File: config.mk
export PLATFORM = sky130hd
export DESIGN_NAME = scope_capture_flat
export DESIGN_NICKNAME = d
export VERILOG_FILES = /design/src/rtl/scope_capture_if.sv /design/src/rtl/scope_capture.sv /design/src/flat_wrapper.sv
export SDC_FILE = /design/constraint.sdc
export NUM_CORES = 2
export LEC_CHECK = 0
export BUFFER_PORTS_ARGS = -buffer_cell sky130_fd_sc_hd__buf_2
export CORE_MARGIN = 2
export CORE_UTILIZATION = 50
export CTS_BUF_LIST = sky130_fd_sc_hd__clkbuf_8 sky130_fd_sc_hd__clkbuf_16
export DETAILED_ROUTE_END_ITERATION = 7
export PLACE_DENSITY = 0.7
export SYNTH_ARGS = -nofsm -noshare
export SYNTH_HDL_FRONTEND = slang
export SYNTH_SLANG_ARGS = --single-unit
File: constraint.sdc
create_clock -name iClk -period 6.8 [get_ports iClk]
set_clock_uncertainty 0.05 [all_clocks]
set_input_delay 0.34 -clock iClk [delete_from_list [all_inputs] [get_ports iClk]]
set_output_delay 0.34 -clock iClk [all_outputs]
set_load 0.05 [all_outputs]
File: src/rtl/scope_capture_if.sv
// scope_capture_if
// Bundles the sample input, arm/trigger controls and readout stream of
// scope_capture.
//   slave  modport : the capture block (consumes samples, drives readout)
//   master modport : the producer/host side
// Signals:
//   iData/iData_Valid   sample stream from downsampling, no backpressure
//   iArm/iLevel/iRising acquisition start and trigger configuration
//   oBusy/oTriggered    acquisition status
//   oRd_Data/oRd_Valid/oRd_Last/iRd_Ready  readout stream
//   dbg_state           capture FSM state (IDLE=0 PRE=1 WAIT=2 POST=3 READ=4)
//
// Readout handshake: a beat transfers on a rising clock edge where
// oRd_Valid and iRd_Ready are both high. Once oRd_Valid is raised, oRd_Data,
// oRd_Valid and oRd_Last hold until that transfer. oRd_Valid never depends
// combinationally on iRd_Ready.
interface scope_capture_if;
  logic [7:0] iData;
  logic       iData_Valid;
  logic       iArm;
  logic [7:0] iLevel;
  logic       iRising;
  logic       oBusy;
  logic       oTriggered;
  logic [7:0] oRd_Data;
  logic       oRd_Valid;
  logic       oRd_Last;
  logic       iRd_Ready;
  logic [2:0] dbg_state;

  modport slave (
    input  iData, iData_Valid, iArm, iLevel, iRising, iRd_Ready,
    output oBusy, oTriggered, oRd_Data, oRd_Valid, oRd_Last, dbg_state
  );

  modport master (
    output iData, iData_Valid, iArm, iLevel, iRising, iRd_Ready,
    input  oBusy, oTriggered, oRd_Data, oRd_Valid, oRd_Last, dbg_state
  );
endinterface

File: src/rtl/scope_capture.sv
// scope_capture
// Armed trigger-and-capture stage. Keeps a PRETRIG-deep pre-trigger history
// in a circular RAM, waits for a level crossing on the selected edge, fills
// the rest of a DEPTH-sample record, then streams the frozen record oldest
// sample first.
// Ports:
//   iClk   : clock
//   iRst_n : asynchronous active-low reset
//   bus    : scope_capture_if.slave (samples, controls, readout stream)
module scope_capture #(
  parameter int DEPTH_LOG2 = 9,
  parameter int PRETRIG    = 64
) (
  input  logic            iClk,
  input  logic            iRst_n,
  scope_capture_if.slave  bus
);
  localparam int AW     = DEPTH_LOG2;
  localparam int DEPTH  = 1 << DEPTH_LOG2;
  localparam int POST_N = DEPTH - PRETRIG - 1;
  localparam logic [AW-1:0] PRE_OFF   = AW'(PRETRIG);
  localparam logic [AW-1:0] PRE_LAST  = AW'(PRETRIG - 1);
  localparam logic [AW-1:0] POST_LAST = AW'(POST_N - 1);
  localparam logic [AW-1:0] REC_LAST  = AW'(DEPTH - 1);

  typedef enum logic [2:0] {
    S_IDLE = 3'd0, S_PRE = 3'd1, S_WAIT = 3'd2, S_POST = 3'd3, S_READ = 3'd4
  } state_t;

  state_t          state, state_nxt;
  logic [7:0]      mem [DEPTH];
  logic [7:0]      ram_q;
  logic [AW-1:0]   wr_ptr, cnt, trig_addr, rd_addr, pop_cnt, start_addr;
  logic [AW:0]     issued;
  logic [7:0]      prev;
  logic            prev_valid, trig_q, rd_pend;
  logic [1:0]      occ;
  logic [7:0]      q0, q1;
  logic [2:0]      lvl;
  logic            accept, crossing, trig_hit, pre_done, post_done;
  logic            enter_read, rd_valid, pop, last_pop, issue;

  // ---------------- control decode ----------------
  assign accept    = bus.iData_Valid &&
                     (state == S_PRE || state == S_WAIT || state == S_POST);
  assign crossing  = bus.iRising ? (prev <  bus.iLevel && bus.iData >= bus.iLevel)
                                 : (prev >= bus.iLevel && bus.iData <  bus.iLevel);
  assign trig_hit  = (state == S_WAIT) && accept && prev_valid && crossing;
  assign pre_done  = (state == S_PRE)  && accept && (cnt == PRE_LAST);
  assign post_done = (state == S_POST) && accept && (cnt == POST_LAST);
  // With PRETRIG = DEPTH-1 there is no POST phase at all.
  assign enter_read = post_done || (trig_hit && (POST_N == 0));
  // Oldest sample of the record; from WAIT the trigger address is wr_ptr.
  assign start_addr = ((state == S_WAIT) ? wr_ptr : trig_addr) - PRE_OFF;

  // Readout: RAM read (1 cycle) feeds a 2-entry output FIFO. A read is
  // issued only if its data is guaranteed a FIFO slot, counting this
  // cycle's pop, so a stall never loses data and full rate is kept.
  assign rd_valid = (occ != 2'd0);
  assign pop      = rd_valid && bus.iRd_Ready;
  assign last_pop = pop && (pop_cnt == REC_LAST);
  assign lvl      = {1'b0, occ} + {2'b00, rd_pend} - {2'b00, pop};
  assign issue    = (state == S_READ) && !issued[AW] && (lvl < 3'd2);

  // ---------------- FSM ----------------
  always_ff @(posedge iClk or negedge iRst_n) begin
    if (!iRst_n) state <= S_IDLE;
    else         state <= state_nxt;
  end

  always_comb begin
    state_nxt = state;
    case (state)
      S_IDLE:  if (bus.iArm) state_nxt = S_PRE;
      S_PRE:   if (pre_done) state_nxt = S_WAIT;
      S_WAIT:  if (trig_hit) state_nxt = (POST_N == 0) ? S_READ : S_POST;
      S_POST:  if (post_done) state_nxt = S_READ;
      S_READ:  if (last_pop) state_nxt = S_IDLE;
      default: state_nxt = S_IDLE;
    endcase
  end

  always_comb begin
    bus.oBusy      = (state != S_IDLE);
    bus.oTriggered = trig_q;
    bus.oRd_Valid  = rd_valid;
    bus.oRd_Data   = q0;
    bus.oRd_Last   = rd_valid && (pop_cnt == REC_LAST);
    bus.dbg_state  = state;
  end

  // ---------------- capture datapath ----------------
  always_ff @(posedge iClk or negedge iRst_n) begin
    if (!iRst_n) begin
      wr_ptr     <= '0;
      cnt        <= '0;
      prev       <= '0;
      prev_valid <= 1'b0;
      trig_addr  <= '0;
      trig_q     <= 1'b0;
    end else begin
      trig_q <= trig_hit;
      if (accept) begin
        wr_ptr     <= wr_ptr + 1'b1;
        prev       <= bus.iData;
        prev_valid <= 1'b1;
      end else if (state == S_IDLE) begin
        prev_valid <= 1'b0;
      end
      if (state == S_IDLE || pre_done || post_done)
        cnt <= '0;
      else if (accept && (state == S_PRE || state == S_POST))
        cnt <= cnt + 1'b1;
      if (trig_hit) trig_addr <= wr_ptr;
    end
  end

  // ---------------- readout datapath ----------------
  always_ff @(posedge iClk or negedge iRst_n) begin
    if (!iRst_n) begin
      rd_addr <= '0;
      issued  <= '0;
      pop_cnt <= '0;
      rd_pend <= 1'b0;
      occ     <= 2'd0;
      q0      <= '0;
      q1      <= '0;
    end else begin
      if (enter_read)  rd_addr <= start_addr;
      else if (issue)  rd_addr <= rd_addr + 1'b1;
      if (state == S_IDLE) issued <= '0;
      else if (issue)      issued <= issued + 1'b1;
      if (state == S_IDLE) pop_cnt <= '0;
      else if (pop)        pop_cnt <= pop_cnt + 1'b1;
      rd_pend <= issue;
      // Issue gating keeps occ + rd_pend <= 2, so a push never meets a full FIFO.
      if (pop) begin
        if (occ == 2'd2)  q0 <= q1;
        else if (rd_pend) q0 <= ram_q;
      end else if (rd_pend) begin
        if (occ == 2'd0) q0 <= ram_q;
        else             q1 <= ram_q;
      end
      occ <= occ + {1'b0, rd_pend} - {1'b0, pop};
    end
  end

  // Record RAM: no reset so it maps onto block RAM.
  always_ff @(posedge iClk) begin
    if (accept) mem[wr_ptr] <= bus.iData;
    if (issue)  ram_q <= mem[rd_addr];
  end
endmodule

File: src/flat_wrapper.sv
// flat-port wrapper written by rule: the top's interface ports become plain ports
module scope_capture_flat 
#(
  parameter int DEPTH_LOG2 = 9,
  parameter int PRETRIG    = 64
)
  (iClk, iRst_n, bus_iData, bus_iData_Valid, bus_iArm, bus_iLevel, bus_iRising, bus_iRd_Ready, bus_oBusy, bus_oTriggered, bus_oRd_Data, bus_oRd_Valid, bus_oRd_Last, bus_dbg_state);
  scope_capture_if bus_i ();
  input  logic iClk;
  input  logic iRst_n;
  input wire logic [$bits(bus_i.iData)-1:0] bus_iData;
  input wire logic [$bits(bus_i.iData_Valid)-1:0] bus_iData_Valid;
  input wire logic [$bits(bus_i.iArm)-1:0] bus_iArm;
  input wire logic [$bits(bus_i.iLevel)-1:0] bus_iLevel;
  input wire logic [$bits(bus_i.iRising)-1:0] bus_iRising;
  input wire logic [$bits(bus_i.iRd_Ready)-1:0] bus_iRd_Ready;
  output wire logic [$bits(bus_i.oBusy)-1:0] bus_oBusy;
  output wire logic [$bits(bus_i.oTriggered)-1:0] bus_oTriggered;
  output wire logic [$bits(bus_i.oRd_Data)-1:0] bus_oRd_Data;
  output wire logic [$bits(bus_i.oRd_Valid)-1:0] bus_oRd_Valid;
  output wire logic [$bits(bus_i.oRd_Last)-1:0] bus_oRd_Last;
  output wire logic [$bits(bus_i.dbg_state)-1:0] bus_dbg_state;
  assign bus_i.iData = bus_iData;
  assign bus_i.iData_Valid = bus_iData_Valid;
  assign bus_i.iArm = bus_iArm;
  assign bus_i.iLevel = bus_iLevel;
  assign bus_i.iRising = bus_iRising;
  assign bus_i.iRd_Ready = bus_iRd_Ready;
  assign bus_oBusy = bus_i.oBusy;
  assign bus_oTriggered = bus_i.oTriggered;
  assign bus_oRd_Data = bus_i.oRd_Data;
  assign bus_oRd_Valid = bus_i.oRd_Valid;
  assign bus_oRd_Last = bus_i.oRd_Last;
  assign bus_dbg_state = bus_i.dbg_state;
  scope_capture #(.DEPTH_LOG2(DEPTH_LOG2), .PRETRIG(PRETRIG)) u_core (.iClk(iClk), .iRst_n(iRst_n), .bus(bus_i));
endmodule
## After elaboration in Yosys (flattened, before gate mapping)

Memories as Yosys holds them, arrays and structs flattened. A register that Yosys moved wholly into a read port is not among the register bits.
Cells that the tools add are included.
Widths: inputs -> output; s select.

| word-level totals | value |
|---|---|
| flip-flop bits (word level) | 87 |
| RAM bits | 4096 |
| bits of input ports | 22 |
| memories kept | 1 |

Memories:

| name | words | bits a word | rd ports | clocked after memory_dff | wr ports | RTL line | source |
|---|---|---|---|---|---|---|---|
| u_core.mem | 512 | 8 | 1 | 1 | 1 | scope_capture.sv:31 | `logic [7:0] mem [DEPTH];` |

| cells by class | value |
|---|---|
| $add $sub $neg | 10 |
| order comparisons | 5 |
| equality and inequality tests | 13 |
| muxes and demuxes | 25 |
| bitwise operators | 2 |
| reduce and logical (&&, ||, !) cells | 37 |

Operator list:

| kind | number |
|---|---|
| $mux 9 | 7 |
| $mux 8 | 5 |
| $add 9x1->9 const B | 4 |
| $mux 10 | 2 |
| $eq 9x9->1 const B | 2 |
| $reduce_bool 2->1 | 9 |
| $ge 8x8->1 | 2 |
| $logic_and 1x1->1 | 16 |
| $lt 8x8->1 | 2 |
| $mux 3 | 5 |
| $pmux 3 s5 | 1 |
| $add 10x1->10 const B | 1 |
| $eq 9x6->1 const B | 1 |
| $sub 9x7->9 const B | 1 |
| $ne 2x1->1 const B | 4 |
| $eq 3x2->1 const B | 2 |
| $reduce_and 3->1 | 2 |
| $logic_or 1x1->1 | 5 |
| $mux 1 | 5 |
| $reduce_and 5->1 | 1 |
| $add 2x1->3 | 1 |
| $eq 3x1->1 const B | 1 |
| $eq 3x3->1 const B | 1 |
| $logic_not 3->1 | 1 |
| other kinds (10) | 11 |

## Depth between registers and ports, before layout

| depth | value |
|---|---|
| word-level depth | 9 |
| mapped depth | 15 |

## Worst setup path after synthesis

No wires, ideal clock.

| timing path | value |
|---|---|
| kind | flip-flop to flip-flop |
| start point | register u_core.occ[1] |
| end point | register u_core.issued[2] |
| library setup time | 0.132 ns |
| arrival | 3.502 ns |
| required time | 6.618 ns |
| setup slack | 3.116 ns |
| stages on the path, launching flop included | 16 |
| path buffers | 2 |
| clock period less this slack | 3.684 ns |
| cells stage by stage | dfrtp_1 nor2_1 inv_1 nand2_1 ha_1 ha_1 inv_1 fa_1 nand3_1 or3_1 clkbuf_1 inv_1 buf_1 nand2_1 xor2_1 nor2_1 |

| between the ends | value |
|---|---|
| cells in the longest elaborated chain, start to end | 6 |
| elaborated cells between the ends (all ways) | 7 |
| classes of those cells | 2 x add/sub; 1 x order compare; 4 x reduce/logical |

RTL lines:

| what | RTL line | source |
|---|---|---|
| from (decl) | scope_capture.sv:37 | `logic [1:0] occ;` |
| from (signal assigned) | scope_capture.sv:144 | `occ <= occ + {1'b0, rd_pend} - {1'b0, pop};` |
| $reduce_bool 2->1 | scope_capture.sv:59 | `assign rd_valid = (occ != 2'd0);` |
| named net bus_oRd_Valid | flat_wrapper.sv:20 | `output wire logic [$bits(bus_i.oRd_Valid)-1:0] bus_oRd_Valid;` |
| $logic_and 1x1->1 | scope_capture.sv:60 | `assign pop = rd_valid && bus.iRd_Ready;` |
| $sub 3x1->3 | scope_capture.sv:62 | `assign lvl = {1'b0, occ} + {2'b00, rd_pend} - {2'b00, pop};` |
| $lt 3x2->1 | scope_capture.sv:63 | `assign issue = (state == S_READ) && !issued[AW] && (lvl < 3'd2);` |
| $logic_and 1x1->1 | scope_capture.sv:63 |  |
| named net u_core.issue | scope_capture.sv:41 | `logic enter_read, rd_valid, pop, last_pop, issue;` |
| $reduce_bool 2->1 (no line) | n/a |  |
| to (signal assigned) | scope_capture.sv:132 | `else if (issue) issued <= issued + 1'b1;` |
| to (decl) | scope_capture.sv:34 | `logic [AW:0] issued;` |

The timed path passes the listed nets, and every way through them passes these cells.
A chain may end at the register's enable or synchronous reset.

==> results.tsv <==
metric	value	unit
dpl-instance-area	169000	µm²
syn_avg_cell_area	20.9	µm²
final_util	0.560	
die_y	575	µm
ys_seq_area_frac	0.769	
die_x	575	µm
remaining_drc_errors	0	
grt_pass1_wl	620000	µm
worstMarginPinSlew	1.29	ns
cp_max_fo	26	
vias_per_cell	6.57	
endpoint_kind	flip-flop	
critPathKind	reg -> reg	
required	7.44	ns
setup_viol	0	
syn_to_final_growth	11.5	%
cts.reportedPaths.clkPinSlew	0.06	ns
ios	37	
tns	0	ns
min_period_over_period	0.825	
clockBufferDepth	4	
wl	440000	µm
crit_chain	clkinv_1, buf_4, nand2_2, buf_4, o22ai_1, a2111oi_0, nor4_1, o22ai_1, and4_1, a21oi_1	
synth_edf_count	4104	
place_hpwl	261000	µm
drv_slew	0	
min_period	5.61	ns
cts_tree	done	
rsz0062_at_grt	no	
ys_ff_latch	4191	
n_fill_cell	23400	
power-per-cell-area	291	nW/µm²
die_area	331000	µm²
cts_sinks	4191	
yosysUniqueCellTypes	76	
layout.nets	8048	
p_leak	0.0546	µW
syn_inst	7823	
grt_pass1_vias	82100	
rows	209	
fin_area	182000	µm²
htreeDepth	5	
wire_per_inst	34.7	µm
netlist_area	163000	µm²
ant_nets	0	
cts_root_buf	clkbuf_16	
grt_overflow	0	
io_buffers	36	
cp.arrival	6.25	ns
cp_slowest_cell	a2111oi_0	
clock_latency	0.97	ns
fmax	178	MHz
ir_drop	0.000265	V
worstHoldPathType	in -> reg	
async_flop_share	0.0208	
status	completed	
yosys_warnings	0	
place.gp.congestion	0.886	
dr.first_iter.drc_count	12700	
start_kind	flip-flop	
antenna_found_initial	24	
vias	83300	
syn-num-nets	7876	
drtPass1Iterations	7	
hold_violations	0	
cap_viol_max_count	0	
grt_max_degree	197	
grt_usage	0.263	
hold_slack	0.0479	ns
ys.flop_type	edfxtp_1	
layout-drive-gt1-share	0.222	
critical-path-max-stage-delay	1.13	ns
numCtsBuffers	406	
cts_setup_buffers	0	
core_area	325000	µm²
max-slew-margin-rel	0.118	
start_util	0.503	
==> cell usage in the layout (no fill, tap or decap), drive strengths merged, types with 21 or more instances in the layout <==
| master | n |
|---|---|
| buf | 236 |
| o22ai | 50 |
| o221ai | 50 |
| o21ai | 89 |
| nand3 | 53 |
| clkinv | 198 |
| inv | 106 |
| dfrtp | 87 |
| nor2b | 26 |
| a211oi | 32 |
| mux2i | 333 |
| nor3 | 34 |
| nand4 | 26 |
| nor2 | 614 |
| a221oi | 65 |
| mux4 | 962 |
| a21oi | 145 |
| a22oi | 125 |
| ha | 30 |
| clkbuf | 412 |
| bufinv | 40 |
| edfxtp | 4104 |
| a22o | 21 |
| a31oi | 26 |
| nand2 | 238 |
==> path summary, 6_finish.rpt <==
check | endpoint | startpoint | cells after the start | slack [ns]
setup / recovery | u_core.ram_q[0]$_DFFE_PP_ | u_core.rd_addr[0]$_DFFE_PN0P_ | 10 | 1.19
hold / removal | u_core.mem[17][1]$_DFFE_PP_ | bus_iData[1] | 2 | 0.05
setup reg to reg | u_core.ram_q[0]$_DFFE_PP_ | u_core.rd_addr[0]$_DFFE_PN0P_ | 10 | 1.19
hold reg to reg | u_core.prev[3]$_DFFE_PN0P_ | u_core.prev[3]$_DFFE_PN0P_ | 2 | 0.43
max in group asynchronous | u_core.rd_addr[2]$_DFFE_PN0P_ | iRst_n | 4 | 5.37
min in group asynchronous | u_core.pop_cnt[2]$_DFFE_PN0P_ | iRst_n | 4 | 0.35
==> layer usage <==
layer	global-route usage	vias up	wire length [µm]
met2	0.401	5631	204000
met4	0.121	18	21900
met1	0.362	43800	161000
met5	0	-	333
met3	0.0642	1003	52100
li1	-	32900	-
==> metrics by stage <==
step	cells	worst slack, ns	power (µW)
final	12700	1.19	52900
after global routing	12700	1.33	54100
after CTS	12700	1.42	53000
after detailed placement	11900	1.50	31100
after global placement	11900	1.49	31000
after floorplan	7823	3.12	29900
==> cells in the mapped netlist, types with 34 or more instances <==
master	count	area [µm²]
edfxtp_1	4104	123000
mux4_2	962	21700
nor2_1	614	2300
mux2i_1	333	3330
nand2_1	238	893
clkbuf_1	217	815
buf_2	151	756
a21oi_1	145	726
a22oi_1	125	938
dfrtp_1	87	2180
o21ai_0	82	410
a221oi_1	65	569
nand3_1	53	265
o221ai_1	50	438
o22ai_1	50	313
buf_4	43	323
buf_6	40	450
nor3_1	34	170
==> kinds of logic (layout without fill, tap and decap cells) <==
kind of cell,after synthesis,after routing,synth area share
adders and majority gates,31,31,0.00242
other,0,20,0
xor gates and xnor gates,34,34,0.00182
buffers and inverters,511,1025,0.0167
AOI/OAI and AO/OA,679,679,0.0287
DFF,4191,4191,0.769
muxes,1315,1315,0.155
and+or+nand+nor,1062,1062,0.0272
==> cell type report <==
cell class / instances / area [µm²] / share of cell area
clock inverters: 338 / 2840 / 0.0156
multi-input cells: 3121 / 35300 / 0.194
inverters: 26 / 110 / 0.000605
repair buffers: 249 / 2440 / 0.0134
well taps: 4325 / 5410 / 0.0298
clock buffers: 412 / 10300 / 0.0567
diodes: 20 / 50.0 / 0.000275
flip-flops and latches: 4191 / 125000 / 0.690
==> state kept, by name (all words and copies together), names as in the netlist <==
| register | count |
|---|---|
| u_core.issued | 10 |
| u_core.pop_cnt | 9 |
| u_core.q1 | 8 |
| u_core.ram_q | 8 |
| u_core.wr_ptr | 9 |
| u_core.rd_addr | 9 |
| u_core.bus.dbg_state | 3 |
| u_core.rd_pend | 1 |
| u_core.prev | 8 |
| u_core.prev_valid | 1 |
| u_core.mem | 4096 |
| u_core.occ | 2 |
| u_core.bus.oRd_Data | 8 |
| u_core.cnt | 9 |
| u_core.trig_addr | 9 |
| u_core.bus.oTriggered | 1 |
==> repair_timing <==
item	4_1_cts	5_1_grt
hold endpoints to repair	257	0
gates resized for setup	0	0
hold buffers	14	0
==> report_power, final <==
group	leakage, µW	switching (µW)	internal (µW)
combinational	0.00997	1590	323
sequential	0.0380	139	28600
clock	0.00667	9770	12600
==> critical path: cells and delay by family, from the launching register on <==
kind	cells	cell delay (ns)
AO/OA/AOI/OAI	4	2.17
flip-flops	1	0.93
buffers and inverters	3	1.02
AND/OR/NAND/NOR	3	1.08
Power figures use the tool's default switching activity.
